$ cat src/rtl/threshold_mult_scheduler_pkg.sv
// threshold_mult_scheduler_pkg
// Shared types and constants for the threshold multiplier scheduler.
//   state_e  : scheduler FSM states (IDLE, ISSUE, WAIT, WRITE)
//   level_e  : decomposition level selector (L1 / L2)
//   THR_MAX  : saturation ceiling for the default 14-bit sample width
//   thrMaxFor: ceiling 2^(width-1)-1 for any sample width
package threshold_mult_scheduler_pkg;

    typedef enum logic [1:0] {
        ST_IDLE  = 2'd0,
        ST_ISSUE = 2'd1,
        ST_WAIT  = 2'd2,
        ST_WRITE = 2'd3
    } state_e;

    typedef enum logic {
        LVL_L1 = 1'b0,
        LVL_L2 = 1'b1
    } level_e;

    localparam int unsigned DEF_ADC_WIDTH = 14;

    // Thresholds are compared against signed detail samples downstream,
    // so the largest usable value is the signed positive maximum.
    function automatic int unsigned thrMaxFor(input int unsigned width);
        return (32'd1 << (width - 1)) - 32'd1;
    endfunction

    localparam int unsigned THR_MAX = thrMaxFor(DEF_ADC_WIDTH);

endpackage

$ cat src/rtl/threshold_mult_scheduler_if.sv
// threshold_mult_scheduler_if
// Bundles every non-clock/reset signal of the scheduler.
//   slave  modport: scheduler side (config, medians, constants, product in;
//                   multiplier operands, thresholds, status out)
//   master modport: environment side (the reverse directions)
interface threshold_mult_scheduler_if #(
    parameter int ADC_WIDTH   = 14,
    parameter int CONST_WIDTH = 5
);
    import threshold_mult_scheduler_pkg::*;

    logic [31:0]                      gpio_cfg;
    logic [ADC_WIDTH-1:0]             median_l1;
    logic [ADC_WIDTH-1:0]             median_l2;
    logic                             median_valid_l1;
    logic                             median_valid_l2;
    logic [CONST_WIDTH-1:0]           const_l1;
    logic [CONST_WIDTH-1:0]           const_l2;
    logic [ADC_WIDTH-1:0]             mult_a;
    logic [CONST_WIDTH-1:0]           mult_b;
    logic                             mult_start;
    logic [ADC_WIDTH+CONST_WIDTH-1:0] mult_p;
    logic [ADC_WIDTH-1:0]             thr_l1;
    logic [ADC_WIDTH-1:0]             thr_l2;
    logic                             thr_upd_l1;
    logic                             thr_upd_l2;
    logic                             busy;
    logic                             overrun;

    modport slave (
        input  gpio_cfg, median_l1, median_l2, median_valid_l1, median_valid_l2,
               const_l1, const_l2, mult_p,
        output mult_a, mult_b, mult_start, thr_l1, thr_l2, thr_upd_l1, thr_upd_l2,
               busy, overrun
    );

    modport master (
        output gpio_cfg, median_l1, median_l2, median_valid_l1, median_valid_l2,
               const_l1, const_l2, mult_p,
        input  mult_a, mult_b, mult_start, thr_l1, thr_l2, thr_upd_l1, thr_upd_l2,
               busy, overrun
    );

endinterface

$ cat src/rtl/threshold_mult_scheduler_rr_arb2.sv
// rr_arb2
// Two-requester round-robin arbiter.
//   clk, rst      : clock, synchronous active-high reset
//   i_reqL1/L2    : request (pending) flags per level
//   i_accept      : the current grant is being consumed this cycle
//   o_grant       : level granted this cycle
//   o_valid       : at least one request is present
//   o_lastServed  : level most recently accepted (L2 after reset)
module rr_arb2
    import threshold_mult_scheduler_pkg::*;
(
    input  logic   clk,
    input  logic   rst,
    input  logic   i_reqL1,
    input  logic   i_reqL2,
    input  logic   i_accept,
    output level_e o_grant,
    output logic   o_valid,
    output level_e o_lastServed
);

    level_e r_last;

    // With both levels requesting, the one not served last wins; starting
    // from L2 after reset means L1 gets the first grant.
    always_comb begin
        o_grant = LVL_L1;
        if (i_reqL1 && i_reqL2) begin
            if (r_last == LVL_L1) begin
                o_grant = LVL_L2;
            end
        end else if (i_reqL2) begin
            o_grant = LVL_L2;
        end
    end

    assign o_valid      = i_reqL1 | i_reqL2;
    assign o_lastServed = r_last;

    always_ff @(posedge clk) begin
        if (rst) begin
            r_last <= LVL_L2;
        end else if (i_accept && o_valid) begin
            r_last <= o_grant;
        end
    end

endmodule

$ cat src/rtl/threshold_mult_scheduler.sv
// threshold_mult_scheduler
// Time-shares one external multiplier between two wavelet levels to form
// thr = min(median * const, THR_MAX) per level.
//   clk, rst : clock, synchronous active-high reset
//   bus      : slave view of threshold_mult_scheduler_if
//              gpio_cfg[31] enable; median/const/valid per level in;
//              mult_a/mult_b/mult_start out, mult_p in (MULT_LAT cycles later);
//              thr_l1/thr_l2 with update pulses, busy and sticky overrun out
module threshold_mult_scheduler
    import threshold_mult_scheduler_pkg::*;
#(
    parameter int ADC_WIDTH   = 14,
    parameter int CONST_WIDTH = 5,
    parameter int MULT_LAT    = 2
)(
    input logic                       clk,
    input logic                       rst,
    threshold_mult_scheduler_if.slave bus
);

    localparam int               PW        = ADC_WIDTH + CONST_WIDTH;
    localparam logic [PW-1:0]    THR_LIMIT = PW'(thrMaxFor(ADC_WIDTH));
    localparam logic [2:0]       WAIT_LAST = 3'(MULT_LAT - 1);

    state_e                 r_state;
    logic [2:0]             r_cnt;
    logic                   r_pendL1;
    logic                   r_pendL2;
    logic [ADC_WIDTH-1:0]   r_shMedL1;
    logic [ADC_WIDTH-1:0]   r_shMedL2;
    logic [CONST_WIDTH-1:0] r_shConstL1;
    logic [CONST_WIDTH-1:0] r_shConstL2;
    logic [ADC_WIDTH-1:0]   r_multA;
    logic [CONST_WIDTH-1:0] r_multB;
    logic [ADC_WIDTH-1:0]   r_thrL1;
    logic [ADC_WIDTH-1:0]   r_thrL2;
    logic                   r_updL1;
    logic                   r_updL2;
    logic                   r_overrun;

    logic                   w_en;
    logic                   w_unusedCfg;
    logic                   w_issue;
    level_e                 w_grant;
    logic                   w_grantValid;
    level_e                 w_lastServed;
    logic [ADC_WIDTH-1:0]   w_selMed;
    logic [CONST_WIDTH-1:0] w_selConst;
    logic [ADC_WIDTH-1:0]   w_sat;
    logic                   w_ovrL1;
    logic                   w_ovrL2;

    assign w_en        = bus.gpio_cfg[31];
    assign w_unusedCfg = ^bus.gpio_cfg[30:0];
    assign w_issue     = (r_state == ST_ISSUE);

    rr_arb2 u_arb (
        .clk          (clk),
        .rst          (rst),
        .i_reqL1      (r_pendL1),
        .i_reqL2      (r_pendL2),
        .i_accept     (w_issue),
        .o_grant      (w_grant),
        .o_valid      (w_grantValid),
        .o_lastServed (w_lastServed)
    );

    // Operands come straight from the granted shadow registers during ISSUE
    // and are frozen in r_multA/r_multB afterwards, so a new median landing
    // in the shadow mid-job cannot disturb the multiplier inputs.
    always_comb begin
        w_selMed   = r_shMedL1;
        w_selConst = r_shConstL1;
        if (w_grant == LVL_L2) begin
            w_selMed   = r_shMedL2;
            w_selConst = r_shConstL2;
        end
    end

    assign w_sat = (bus.mult_p > THR_LIMIT) ? THR_LIMIT[ADC_WIDTH-1:0]
                                            : bus.mult_p[ADC_WIDTH-1:0];

    // A repeat request only counts as an overrun when the earlier one is
    // still waiting; the level being issued right now has already been taken.
    assign w_ovrL1 = bus.median_valid_l1 && r_pendL1 && !(w_issue && w_grant == LVL_L1);
    assign w_ovrL2 = bus.median_valid_l2 && r_pendL2 && !(w_issue && w_grant == LVL_L2);

    // Shadow capture and pending flags; a fresh valid wins over the clear
    // performed when its level is issued in the same cycle.
    always_ff @(posedge clk) begin
        if (rst) begin
            r_pendL1    <= 1'b0;
            r_pendL2    <= 1'b0;
            r_shMedL1   <= '0;
            r_shMedL2   <= '0;
            r_shConstL1 <= '0;
            r_shConstL2 <= '0;
            r_overrun   <= 1'b0;
        end else begin
            if (w_issue && w_grant == LVL_L1) r_pendL1 <= 1'b0;
            if (w_issue && w_grant == LVL_L2) r_pendL2 <= 1'b0;
            if (bus.median_valid_l1) begin
                r_shMedL1   <= bus.median_l1;
                r_shConstL1 <= bus.const_l1;
                r_pendL1    <= 1'b1;
            end
            if (bus.median_valid_l2) begin
                r_shMedL2   <= bus.median_l2;
                r_shConstL2 <= bus.const_l2;
                r_pendL2    <= 1'b1;
            end
            if (w_ovrL1 || w_ovrL2) r_overrun <= 1'b1;
        end
    end

    // Job sequencer. The arbiter's last-served level is the level in flight
    // from the cycle after ISSUE until WRITE, so WRITE uses it to route the
    // product.
    always_ff @(posedge clk) begin
        if (rst) begin
            r_state <= ST_IDLE;
            r_cnt   <= '0;
            r_multA <= '0;
            r_multB <= '0;
            r_thrL1 <= '0;
            r_thrL2 <= '0;
            r_updL1 <= 1'b0;
            r_updL2 <= 1'b0;
        end else begin
            r_updL1 <= 1'b0;
            r_updL2 <= 1'b0;
            case (r_state)
                ST_IDLE: begin
                    if (w_en && w_grantValid) r_state <= ST_ISSUE;
                end
                ST_ISSUE: begin
                    r_multA <= w_selMed;
                    r_multB <= w_selConst;
                    r_cnt   <= 3'd1;
                    if (MULT_LAT == 1) r_state <= ST_WRITE;
                    else               r_state <= ST_WAIT;
                end
                ST_WAIT: begin
                    if (r_cnt == WAIT_LAST) r_state <= ST_WRITE;
                    else                    r_cnt   <= r_cnt + 3'd1;
                end
                ST_WRITE: begin
                    if (w_lastServed == LVL_L1) begin
                        r_thrL1 <= w_sat;
                        r_updL1 <= 1'b1;
                    end else begin
                        r_thrL2 <= w_sat;
                        r_updL2 <= 1'b1;
                    end
                    if (w_en && w_grantValid) r_state <= ST_ISSUE;
                    else                      r_state <= ST_IDLE;
                end
                default: r_state <= ST_IDLE;
            endcase
        end
    end

    assign bus.mult_a     = w_issue ? w_selMed : r_multA;
    assign bus.mult_b     = w_issue ? w_selConst : r_multB;
    assign bus.mult_start = w_issue;
    assign bus.thr_l1     = r_thrL1;
    assign bus.thr_l2     = r_thrL2;
    assign bus.thr_upd_l1 = r_updL1;
    assign bus.thr_upd_l2 = r_updL2;
    assign bus.busy       = (r_state != ST_IDLE);
    assign bus.overrun    = r_overrun;

endmodule
$ cat src/flat_wrapper.sv
// flat-port wrapper written by rule: the top's interface ports become plain ports
module threshold_mult_scheduler_flat import threshold_mult_scheduler_pkg::*;
#(
    parameter int ADC_WIDTH   = 14,
    parameter int CONST_WIDTH = 5,
    parameter int MULT_LAT    = 2
)
  (clk, rst, bus_gpio_cfg, bus_median_l1, bus_median_l2, bus_median_valid_l1, bus_median_valid_l2, bus_const_l1, bus_const_l2, bus_mult_p, bus_mult_a, bus_mult_b, bus_mult_start, bus_thr_l1, bus_thr_l2, bus_thr_upd_l1, bus_thr_upd_l2, bus_busy, bus_overrun);
  threshold_mult_scheduler_if #(.ADC_WIDTH(ADC_WIDTH), .CONST_WIDTH(CONST_WIDTH)) bus_i ();
  input logic clk;
  input logic rst;
  input wire logic [$bits(bus_i.gpio_cfg)-1:0] bus_gpio_cfg;
  input wire logic [$bits(bus_i.median_l1)-1:0] bus_median_l1;
  input wire logic [$bits(bus_i.median_l2)-1:0] bus_median_l2;
  input wire logic [$bits(bus_i.median_valid_l1)-1:0] bus_median_valid_l1;
  input wire logic [$bits(bus_i.median_valid_l2)-1:0] bus_median_valid_l2;
  input wire logic [$bits(bus_i.const_l1)-1:0] bus_const_l1;
  input wire logic [$bits(bus_i.const_l2)-1:0] bus_const_l2;
  input wire logic [$bits(bus_i.mult_p)-1:0] bus_mult_p;
  output wire logic [$bits(bus_i.mult_a)-1:0] bus_mult_a;
  output wire logic [$bits(bus_i.mult_b)-1:0] bus_mult_b;
  output wire logic [$bits(bus_i.mult_start)-1:0] bus_mult_start;
  output wire logic [$bits(bus_i.thr_l1)-1:0] bus_thr_l1;
  output wire logic [$bits(bus_i.thr_l2)-1:0] bus_thr_l2;
  output wire logic [$bits(bus_i.thr_upd_l1)-1:0] bus_thr_upd_l1;
  output wire logic [$bits(bus_i.thr_upd_l2)-1:0] bus_thr_upd_l2;
  output wire logic [$bits(bus_i.busy)-1:0] bus_busy;
  output wire logic [$bits(bus_i.overrun)-1:0] bus_overrun;
  assign bus_i.gpio_cfg = bus_gpio_cfg;
  assign bus_i.median_l1 = bus_median_l1;
  assign bus_i.median_l2 = bus_median_l2;
  assign bus_i.median_valid_l1 = bus_median_valid_l1;
  assign bus_i.median_valid_l2 = bus_median_valid_l2;
  assign bus_i.const_l1 = bus_const_l1;
  assign bus_i.const_l2 = bus_const_l2;
  assign bus_i.mult_p = bus_mult_p;
  assign bus_mult_a = bus_i.mult_a;
  assign bus_mult_b = bus_i.mult_b;
  assign bus_mult_start = bus_i.mult_start;
  assign bus_thr_l1 = bus_i.thr_l1;
  assign bus_thr_l2 = bus_i.thr_l2;
  assign bus_thr_upd_l1 = bus_i.thr_upd_l1;
  assign bus_thr_upd_l2 = bus_i.thr_upd_l2;
  assign bus_busy = bus_i.busy;
  assign bus_overrun = bus_i.overrun;
  threshold_mult_scheduler #(.ADC_WIDTH(ADC_WIDTH), .CONST_WIDTH(CONST_WIDTH), .MULT_LAT(MULT_LAT)) u_core (.clk(clk), .rst(rst), .bus(bus_i));
endmodule
$ cat config.mk
export PLATFORM = sky130hd
export DESIGN_NAME = threshold_mult_scheduler_flat
export DESIGN_NICKNAME = d
export VERILOG_FILES = /design/src/rtl/threshold_mult_scheduler_pkg.sv /design/src/rtl/threshold_mult_scheduler_if.sv /design/src/rtl/threshold_mult_scheduler_rr_arb2.sv /design/src/rtl/threshold_mult_scheduler.sv /design/src/flat_wrapper.sv
export SDC_FILE = /design/constraint.sdc
export NUM_CORES = 1
export LEC_CHECK = 0
export BUFFER_PORTS_ARGS = -buffer_cell sky130_fd_sc_hd__buf_4
export CAP_MARGIN = 15
export CORE_MARGIN = 5
export CORE_UTILIZATION = 49
export DETAILED_ROUTE_END_ITERATION = 12
export PLACE_DENSITY = 0.79
export SYNTH_ARGS = -nofsm -noshare
export SYNTH_HDL_FRONTEND = slang
export SYNTH_SLANG_ARGS = --single-unit
$ cat constraint.sdc
create_clock -name clk -period 2.25 [get_ports clk]
set_clock_uncertainty 0.05 [all_clocks]
set_input_delay 0.45 -clock clk [delete_from_list [all_inputs] [get_ports clk]]
set_output_delay 0.45 -clock clk [all_outputs]
set_load 0.02 [all_outputs]
# Yosys cells after proc, flatten, opt, wreduce, memory -nomap -nowiden
# Index checks and enable logic that the tools add are counted.
[op_classes]
n_eq_ne = 7
bitwise = 4
add_sub_neg = 1
order_cmp = 1
muxes = 19
reduce_logical = 22
n_shift = 0
div_mod_pow = 0
multipliers = 0
[op_table]
columns = ["cell", "count"]
rows = [
  ["$mux W14", 3],
  ["$gt A19 B13 Y1 const B", 1],
  ["$mux W5", 2],
  ["$logic_and A1 B1 Y1", 9],
  ["$mux W1", 9],
  ["$pmux W2 S4", 1],
  ["$reduce_and A2 Y1", 4],
  ["$reduce_bool A2 Y1", 4],
  ["$pmux W3 S2", 1],
  ["$eq A2 B2 Y1 const B", 2],
  ["$mux W2", 2],
  ["$ne A2 B1 Y1 const B", 2],
  ["$add A3 B1 Y3 const B", 1],
  ["$eq A3 B1 Y1 const B", 1],
  ["$mux W3", 1],
  ["$not A1 Y1", 3],
  ["$eq A2 B1 Y1 const B", 1],
  ["$logic_not A1 Y1", 2],
  ["$logic_not A2 Y1", 1],
  ["$ne A2 B2 Y1 const B", 1],
  ["$reduce_or A2 Y1", 1],
  ["$logic_or A1 B1 Y1", 1],
  ["$or A1 B1 Y1", 1],
]
[totals]
mem_bits_rw = 0
rom_bits = 0
word_cells = 70
latchBits = 0
memories = 0
reg_bits = 96

# Longest topological paths before layout
# Gate-level depths: netlist of run 1.
[depth]
depth_word = 7
ltp_mapped = 7
ltp_nobuf = 5

# By module
# A second synthesis of run 1 with hierarchy kept.
[hier_totals]
hier_cells = 416
hier_area_um2 = 3844.9
[by_module_without_submodules]
columns = ["module", "cells_per_inst", "area_per_inst_um2", "n_inst", "seq_area_each_um2"]
rows = [
  ["threshold_mult_scheduler", 410, 3788.6, 1, 1901.8],
  ["rr_arb2", 6, 56.3, 1, 20.0],
]

# Worst setup path before layout of run 1
# Ideal clock, no wire load.
[synth_timing]
kind = "register to output"
start = "reg u_core.r_state[1]"
end = "out bus_mult_a[10]"
stages_incl_launch_ff = 7
path_slack_ps = 76
n_path_buf = 3
t_arrival_ps = 1674
cell_sequence = "dfxtp_1 -> inv_1 -> ha_1 -> buf_2 -> clkbuf_1 -> buf_1 -> a21oi_1"
[synth_between]
elab_chain_cells = 2
[synth_lines]
columns = ["item", "line_no", "text"]
rows = [
  ["start: declaration", "threshold_mult_scheduler.sv:25", "state_e r_state;"],
  ["start signal: assignment", "threshold_mult_scheduler.sv:121", "r_state <= ST_IDLE;"],
  ["start signal: assignment", "threshold_mult_scheduler.sv:134", "if (w_en && w_grantValid) r_state <= ST_ISSUE;"],
  ["start signal: assignment", "threshold_mult_scheduler.sv:140", "if (MULT_LAT == 1) r_state <= ST_WRITE;"],
  ["$eq A2 B1 Y1", "threshold_mult_scheduler.sv:55", "assign w_issue = (r_state == ST_ISSUE);"],
  ["named net bus_mult_start", "flat_wrapper.sv:22", "output wire logic [$bits(bus_i.mult_start)-1:0] bus_mult_start;"],
  ["$mux W14", "threshold_mult_scheduler.sv:163", "assign bus.mult_a = w_issue ? w_selMed : r_multA;"],
  ["end: declaration", "flat_wrapper.sv:20", "output wire logic [$bits(bus_i.mult_a)-1:0] bus_mult_a;"],
]
# The timed path passes the listed nets, and every way through them passes these cells.

# Final worst setup path of run 1
[layout_timing]
start = "reg u_core.r_pendL1"
end = "out bus_mult_a[4]"
[layout_between]
elab_chain_cells = 4
[layout_lines]
columns = ["item", "line_no", "text"]
rows = [
  ["start: declaration", "threshold_mult_scheduler.sv:27", "logic r_pendL1;"],
  ["start signal: assignment", "threshold_mult_scheduler.sv:92", "r_pendL1 <= 1'b0;"],
  ["start signal: assignment", "threshold_mult_scheduler.sv:100", "if (w_issue && w_grant == LVL_L1) r_pendL1 <= 1'b0;"],
  ["start signal: assignment", "threshold_mult_scheduler.sv:105", "r_pendL1 <= 1'b1;"],
  ["$logic_and A1 B1 Y1", "threshold_mult_scheduler_rr_arb2.sv:28", "if (i_reqL1 && i_reqL2) begin"],
  ["$mux W1", "threshold_mult_scheduler_rr_arb2.sv:28", ""],
  ["$mux W14", "threshold_mult_scheduler.sv:74", "if (w_grant == LVL_L2) begin"],
  ["$mux W14", "threshold_mult_scheduler.sv:163", ""],
]
# No other way between the ends.

==> impl_metrics.env, run 1 <==
export IMPL_outcome="completed"
export IMPL_pre_cts_ws_ns=0.224
export IMPL_cts_tree="built"
export IMPL_gp_congestion=0.773
export IMPL_path_buf_inv=3
export IMPL_timing_final_ws_setup_ns=0.0731
export IMPL_num_rows=32
export IMPL_met2_wirelength_um=4180
export IMPL_path_max_fanout=7
export IMPL_syn_nets=503
export IMPL_placement_io_buffers=113
export IMPL_setup_viol=0
export IMPL_critical_path_arrival_ns=1.68
export IMPL_total_power_uw=5110
export IMPL_p_per_area_mw_per_mm2=983
export IMPL_antenna_cells=0
export IMPL_vias_per_cell=5.31
export IMPL_syn_avg_cell_area_um2=9.77
export IMPL_gr_total_overflow=0
export IMPL_drt_wl_total_um=9070
export IMPL_nNetsFinal=607
export IMPL_clk_latency_ns=0.35
export IMPL_cp_common_cell="buf_4"
export IMPL_ant_nets=0
export IMPL_die_y_um=99.7
export IMPL_drcViolationCount=0
export IMPL_final_hold_viol_count=0
export IMPL_track_usage_pct=18.1
export IMPL_whs_ns=0.281
export IMPL_die_area_mm2=0.00993
export IMPL_netlist_area_mm2=0.00394
export IMPL_ys_ff_latch=96
export IMPL_drv_slew=0
export IMPL_final_period_utilization_pct=96.7
export IMPL_num_io_pins=145
export IMPL_relSlewSlack_pct=61.2
export IMPL_htreeDepth=3
export IMPL_cts_max_path_buffers=2
export IMPL_firstDrtPassIters=4
export IMPL_crit_type="reg -> out"
export IMPL_crit_path_end_kind="output port"
export IMPL_clk_pin_slew_ns=0.09
export IMPL_cts_root_buf="clkbuf_8"
export IMPL_dieWidth_um=99.7
export IMPL_grt_max_degree=58
export IMPL_syn_inst=403
export IMPL_wl_per_cell_um=14.8
export IMPL_dr_total_vias=3252
export IMPL_dr_wl_met3_um=758
export IMPL_core_area_mm2=0.00777
export IMPL_cts_sinks=96
export IMPL_ys_warn_count=0
export IMPL_maxClockFrequency_mhz=459
export IMPL_fin_util_pct=67.0
export IMPL_grt_pass1_wl_um=14600
export IMPL_synth_distinct_cells=36
export IMPL_cpPeakStageDelay_ns=0.38
export IMPL_seq_area_frac_synth_pct=48.8
export IMPL_initial_core_util_pct=50.7
export IMPL_hold_path_class="in -> reg"
export IMPL_cap_viol_max_count=0
export IMPL_dr_max_layer_used="met4"
export IMPL_p_leak_uw=0.00219
export IMPL_drt_iter0_drc=93
export IMPL_worstMarginPinSlew_ns=0.582
export IMPL_syn2layout_area_growth_pct=32.1
export IMPL_drive_above_1_share_pct=34.6
export IMPL_grt_antenna_before_repair=0
export IMPL_grt_pass1_vias=3135
export IMPL_cp_cell_sequence="a21boi_4 -> buf_4 -> buf_8 -> mux2i_1 -> a21oi_1 -> buf_4"
export IMPL_irDropWorstVdd_mv=0.756
export IMPL_cp_slowest_cell="dfxtp_4"
export IMPL_dp_hpwl_um=6160
export IMPL_path_delay_family="buffers and inverters"
export IMPL_met1_length_um=3990
export IMPL_postCtsHoldBufs=0
export IMPL_tritoncts_num_buffers=9
export IMPL_cp_start_kind="register"
export IMPL_cp_required_ns=1.75
export IMPL_period_minus_slack_ns=2.18
## layout make-up
| cell class | count | area [µm²] |
|---|---|---|
| Fill cell | 626 | 2560 |
| Sequential cell | 96 | 1930 |
| Multi-Input combinational cell | 265 | 1900 |
| Timing Repair Buffer | 129 | 1030 |
| Clock buffer | 12 | 145 |
| Tap cell | 102 | 128 |
| Clock inverter | 3 | 42.5 |
| Inverter | 6 | 22.5 |
## flip-flops by register name (all words and copies together) (netlist names), 2 cells and up
register,count
u_core.r_shConstL1,5
u_core.r_shMedL2,14
u_core.r_multB,5
u_core.r_cnt,3
u_core.r_shConstL2,5
u_core.r_shMedL1,14
u_core.bus.thr_l2,14
u_core.r_multA,14
u_core.bus.thr_l1,14
u_core.r_state,2
## report_power, final
part | switching [µW] | total [µW] | internal, µW
registers | 119 | 2040 | 1920
clock network | 548 | 1090 | 538
logic | 1120 | 1990 | 864
## final timing paths
kind | from | end | slack [ns] | cells after the start
worst max-delay path | u_core.r_pendL1$_SDFFE_PP0P_ | bus_mult_a[4] | 0.07 | 6
worst min-delay path | bus_median_l2[9] | u_core.r_shMedL2[9]$_SDFFE_PP0P_ | 0.28 | 3
worst max register to register | u_core.r_state[0]$_SDFFE_PP0P_ | u_core.r_state[0]$_SDFFE_PP0P_ | 0.69 | 4
worst min register to register | u_core.bus.thr_l2[13]$_SDFFE_PP0P_ | u_core.bus.thr_l2[13]$_SDFFE_PP0P_ | 0.43 | 1
## worst register-to-register path, stage by stage, from the launching register on
cell	delay (ns)
dfxtp_1	0.44
inv_1	0.13
ha_1	0.33
a22o_1	0.28
o32ai_1	0.25
## cells in the mapped netlist
master	instances	share of area [%]
a32oi_1	1	0.22
buf_2	10	1.3
nor2b_1	4	0.64
dfxtp_1	96	49
nand2b_1	4	0.64
a21boi_0	1	0.19
inv_1	6	0.57
buf_6	3	0.86
or2_2	2	0.32
o211ai_1	1	0.19
a211o_1	1	0.22
a211oi_1	46	8.8
a22o_1	1	0.22
nor2_1	85	8.1
a31oi_1	2	0.32
o21ba_2	1	0.25
mux2i_1	59	15
and2_1	1	0.16
buf_1	2	0.19
ha_1	7	2.2
nor3b_1	2	0.38
o211a_1	1	0.25
a21bo_2	1	0.25
o21ai_0	2	0.25
or4_4	1	0.29
o32ai_1	1	0.22
a21oi_1	24	3.0
buf_4	1	0.19
nand3b_1	1	0.19
a311oi_1	1	0.22
clkbuf_2	1	0.13
nor3_2	10	2.5
nor3_1	3	0.38
a221oi_1	1	0.22
a21boi_4	1	0.48
clkbuf_1	19	1.8
## kinds of logic (layout without fill, tap and decap cells)
logic type	after synthesis	count (layout)	synth area share, %
DFF	96	96	48.8
muxes	59	59	15.0
AOI/OAI and AO/OA	86	86	15.3
buffers and inverters	42	150	5.02
adders and majority gates	7	7	2.22
and+or+nand+nor	113	113	13.6
## metal layers
| layer | up-vias | global-route usage, % |
|---|---|---|
| met3 | 12 | 6.03 |
| met4 | 0 | 7.04 |
| met5 | - | 0 |
| met2 | 106 | 29.1 |
| li1 | 1624 | - |
| met1 | 1510 | 22.4 |
## timing repair
item,in CTS,in global routing
pin swaps,1,1
gates cloned,0,0
gates resized for setup,9,23
setup buffers,6,2
endpoints found under the setup margin,19,19
## placed cells by master (no fill, tap or decap), types with 2 or more instances in the layout
| master | instances |
|---|---|
| clkbuf_8 | 10 |
| dfxtp_1 | 92 |
| clkbuf_1 | 2 |
| or2_2 | 2 |
| a21oi_2 | 2 |
| nor2b_1 | 3 |
| nor3_2 | 10 |
| a31oi_1 | 2 |
| ha_1 | 6 |
| mux2i_1 | 49 |
| buf_4 | 123 |
| a211oi_1 | 46 |
| buf_12 | 4 |
| nand2b_1 | 4 |
| nor3_1 | 3 |
| mux2i_2 | 8 |
| nor3b_1 | 2 |
| mux2i_4 | 2 |
| inv_1 | 6 |
| o21ai_0 | 2 |
| buf_8 | 2 |
| nor2_1 | 84 |
| a21oi_1 | 22 |
| dfxtp_4 | 2 |
| dfxtp_2 | 2 |
## metrics by stage
stage	instance area, µm²	TNS [ns]	instances
6_report	5200	0	613
5_1_grt	5200	-0.0190	613
4_1_cts	5090	0	611
3_5_place_dp	4830	0	590
3_3_place_gp	4830	0	590
2_1_floorplan	3940	0	403
No activity file was read; power rests on OpenSTA's default activity.
==> run 2, diff against run 1 <==
CORE_UTILIZATION = 44   (was 49)
GPL_TIMING_DRIVEN = 0   (was default)
PLACE_DENSITY = 0.75   (was 0.79)
clock period = 1.85 ns   (was 2.25 ns; I/O delays follow)
==> impl_metrics.env, run 2 (synthesis gave the netlist of run 1 again) <==
export IMPL_outcome="finished with violations"
export IMPL_violations="setup timing"
export IMPL_cp_start_kind="register"
export IMPL_grt_antenna_before_repair=0
export IMPL_track_usage_pct=19.1
export IMPL_clk_pin_slew_ns=0.09
export IMPL_num_fill_cells=657
export IMPL_timing_final_ws_setup_ns=-0.306
export IMPL_worstMarginPinSlew_ns=0.530
export IMPL_dp_hpwl_um=7690
export IMPL_fin_area_mm2=0.00589
export IMPL_maxClockFrequency_mhz=464
export IMPL_cts_root_buf="clkbuf_8"
export IMPL_num_rows=34
export IMPL_postCtsHoldBufs=0
export IMPL_drt_iter0_drc=152
export IMPL_path_delay_family="buffers and inverters"
export IMPL_crit_type="reg -> out"
export IMPL_vias_per_cell=5.24
export IMPL_antenna_cells=0
export IMPL_cap_viol_max_count=0
export IMPL_final_common_cell="buf_4"
export IMPL_dieWidth_um=105
export IMPL_p_leak_uw=0.00240
export IMPL_placement_io_buffers=110
export IMPL_pre_cts_ws_ns=-0.219
export IMPL_gr_total_overflow=0
export IMPL_grt_max_degree=17
export IMPL_initial_core_util_pct=45.2
export IMPL_placed_area_mm2=0.00506
export IMPL_cp_required_ns=1.43
export IMPL_holdPathStages=3
export IMPL_tritoncts_num_buffers=9
export IMPL_relSlewSlack_pct=64.6
export IMPL_placed_cells=621
export IMPL_clk_latency_ns=0.35
export IMPL_cts_tree="built"
export IMPL_grt_pass1_vias=3617
export IMPL_die_area_mm2=0.0109
export IMPL_irDropWorstVdd_mv=0.947
export IMPL_htreeDepth=3
export IMPL_drcViolationCount=0
export IMPL_firstDrtPassIters=6
export IMPL_fin_cells=661
export IMPL_drv_slew=0
export IMPL_num_io_pins=145
export IMPL_dr_total_vias=3465
export IMPL_cpPeakStageDelay_ns=0.38
export IMPL_syn2layout_area_growth_pct=49.4
export IMPL_gp_congestion=0.843
export IMPL_core_area_mm2=0.00872
export IMPL_p_per_area_mw_per_mm2=1230
export IMPL_ff2ff_path_depth=7
export IMPL_die_y_um=105
export IMPL_hold_path_class="in -> reg"
export IMPL_drt_wl_total_um=10900
export IMPL_nNetsFinal=648
export IMPL_cts_sinks=96
export IMPL_setup_viol=19
export IMPL_fin_setup_tns_ns=-5.11
export IMPL_whs_ns=0.199
export IMPL_ant_nets=0
export IMPL_path_max_fanout=5
export IMPL_final_period_utilization_pct=117
export IMPL_critical_path_arrival_ns=1.74
export IMPL_wl_per_cell_um=16.5
export IMPL_grt_pass1_wl_um=17500
export IMPL_cp_cell_sequence="a21boi_4 -> buf_4 -> buf_12 -> mux2i_4 -> a21oi_4 -> buf_6"
export IMPL_drive_above_1_share_pct=43.6
export IMPL_path_buf_inv=3
export IMPL_cts_max_path_buffers=2
export IMPL_path_depth=6
export IMPL_final_hold_viol_count=0
export IMPL_rsz0062_at_grt="yes"
export IMPL_cp_slowest_cell="dfxtp_4"
export IMPL_period_minus_slack_ns=2.16
export IMPL_crit_path_end_kind="output port"
export IMPL_layout_common_cells="119 x buf_4, 91 x dfxtp_1, 76 x nor2_1"
==> run 2: cell count changes in the layout (fill, tap and decap cells not counted), moves of 9 or more <==
cell,change
a21oi_4,+10
buf_6,+17
buf_2,+9
mux2i_1,-9
clkbuf_1,+13
a21oi_1,-17
mux2i_4,+17
==> run 2: layout make-up <==
type                       instances  area, µm²  area share, %
buffer                            33        208           3.53
clock buffer                      10        138           2.34
clock inverter                     6       90.1           1.53
inverter                           6       22.5          0.383
multi-input combinational        265       2240           38.0
sequential                        96       1940           32.9
tap                              108        135           2.30
timing repair buffer             137       1120           19.0
==> run 2: path summary, 6_finish.rpt <==
path | slack (ns) | from | endpoint
setup reg to reg | 0.20 | u_core.r_pendL2$_SDFFE_PP0P_ | u_core.r_multA[11]$_SDFF_PP0_
hold reg to reg | 0.46 | u_core.bus.thr_l2[13]$_SDFFE_PP0P_ | u_core.bus.thr_l2[13]$_SDFFE_PP0P_
hold / removal | 0.20 | bus_median_l1[5] | u_core.r_shMedL1[5]$_SDFFE_PP0P_
setup / recovery | -0.31 | u_core.r_pendL1$_SDFFE_PP0P_ | bus_mult_a[3]
==> run 2: timing repair <==
action / 4_1_cts / 5_1_grt
hold endpoints to repair: 0 / 0
gates resized for setup: 81 / 9
pin swaps: 15 / 4
gates cloned: 1 / 0
setup buffers: 15 / 11
setup endpoints to repair: 19 / 29
==> run 2: power by group <==
group | leakage, µW | internal (µW) | total, µW | switching (µW)
Clock | 0.000119 | 809 | 1560 | 750
Combinational | 0.00149 | 1460 | 3170 | 1710
Sequential | 0.000788 | 2340 | 2500 | 160
Total | 0.00240 | 4610 | 7230 | 2620
==> run 2: per-stage QoR <==
step           total power, µW  utilization, %
2_1_floorplan             4240               -
3_3_place_gp              5100            58.0
3_5_place_dp              5170            58.0
4_1_cts                   7180            66.5
5_1_grt                   7600            67.5
6_report                  7230            67.5
==> run 2: worst reg2reg max path: cells and delay by family (launching register included) <==
family                 cells  cell delay [ns]
AOI/OAI and AO/OA          2             0.40
buffers and inverters      4             0.55
DFF                        1             0.36
muxes                      1             0.20
==> run 2: per-layer routing <==
metal / up-vias / track usage [%] / wire length (µm)
met3: 10 / 5.98 / 733
met5: - / 0 / 0
li1: 1708 / - / -
met4: 0 / 4.02 / 118
met1: 1640 / 23.2 / 4640
met2: 107 / 33.4 / 5390
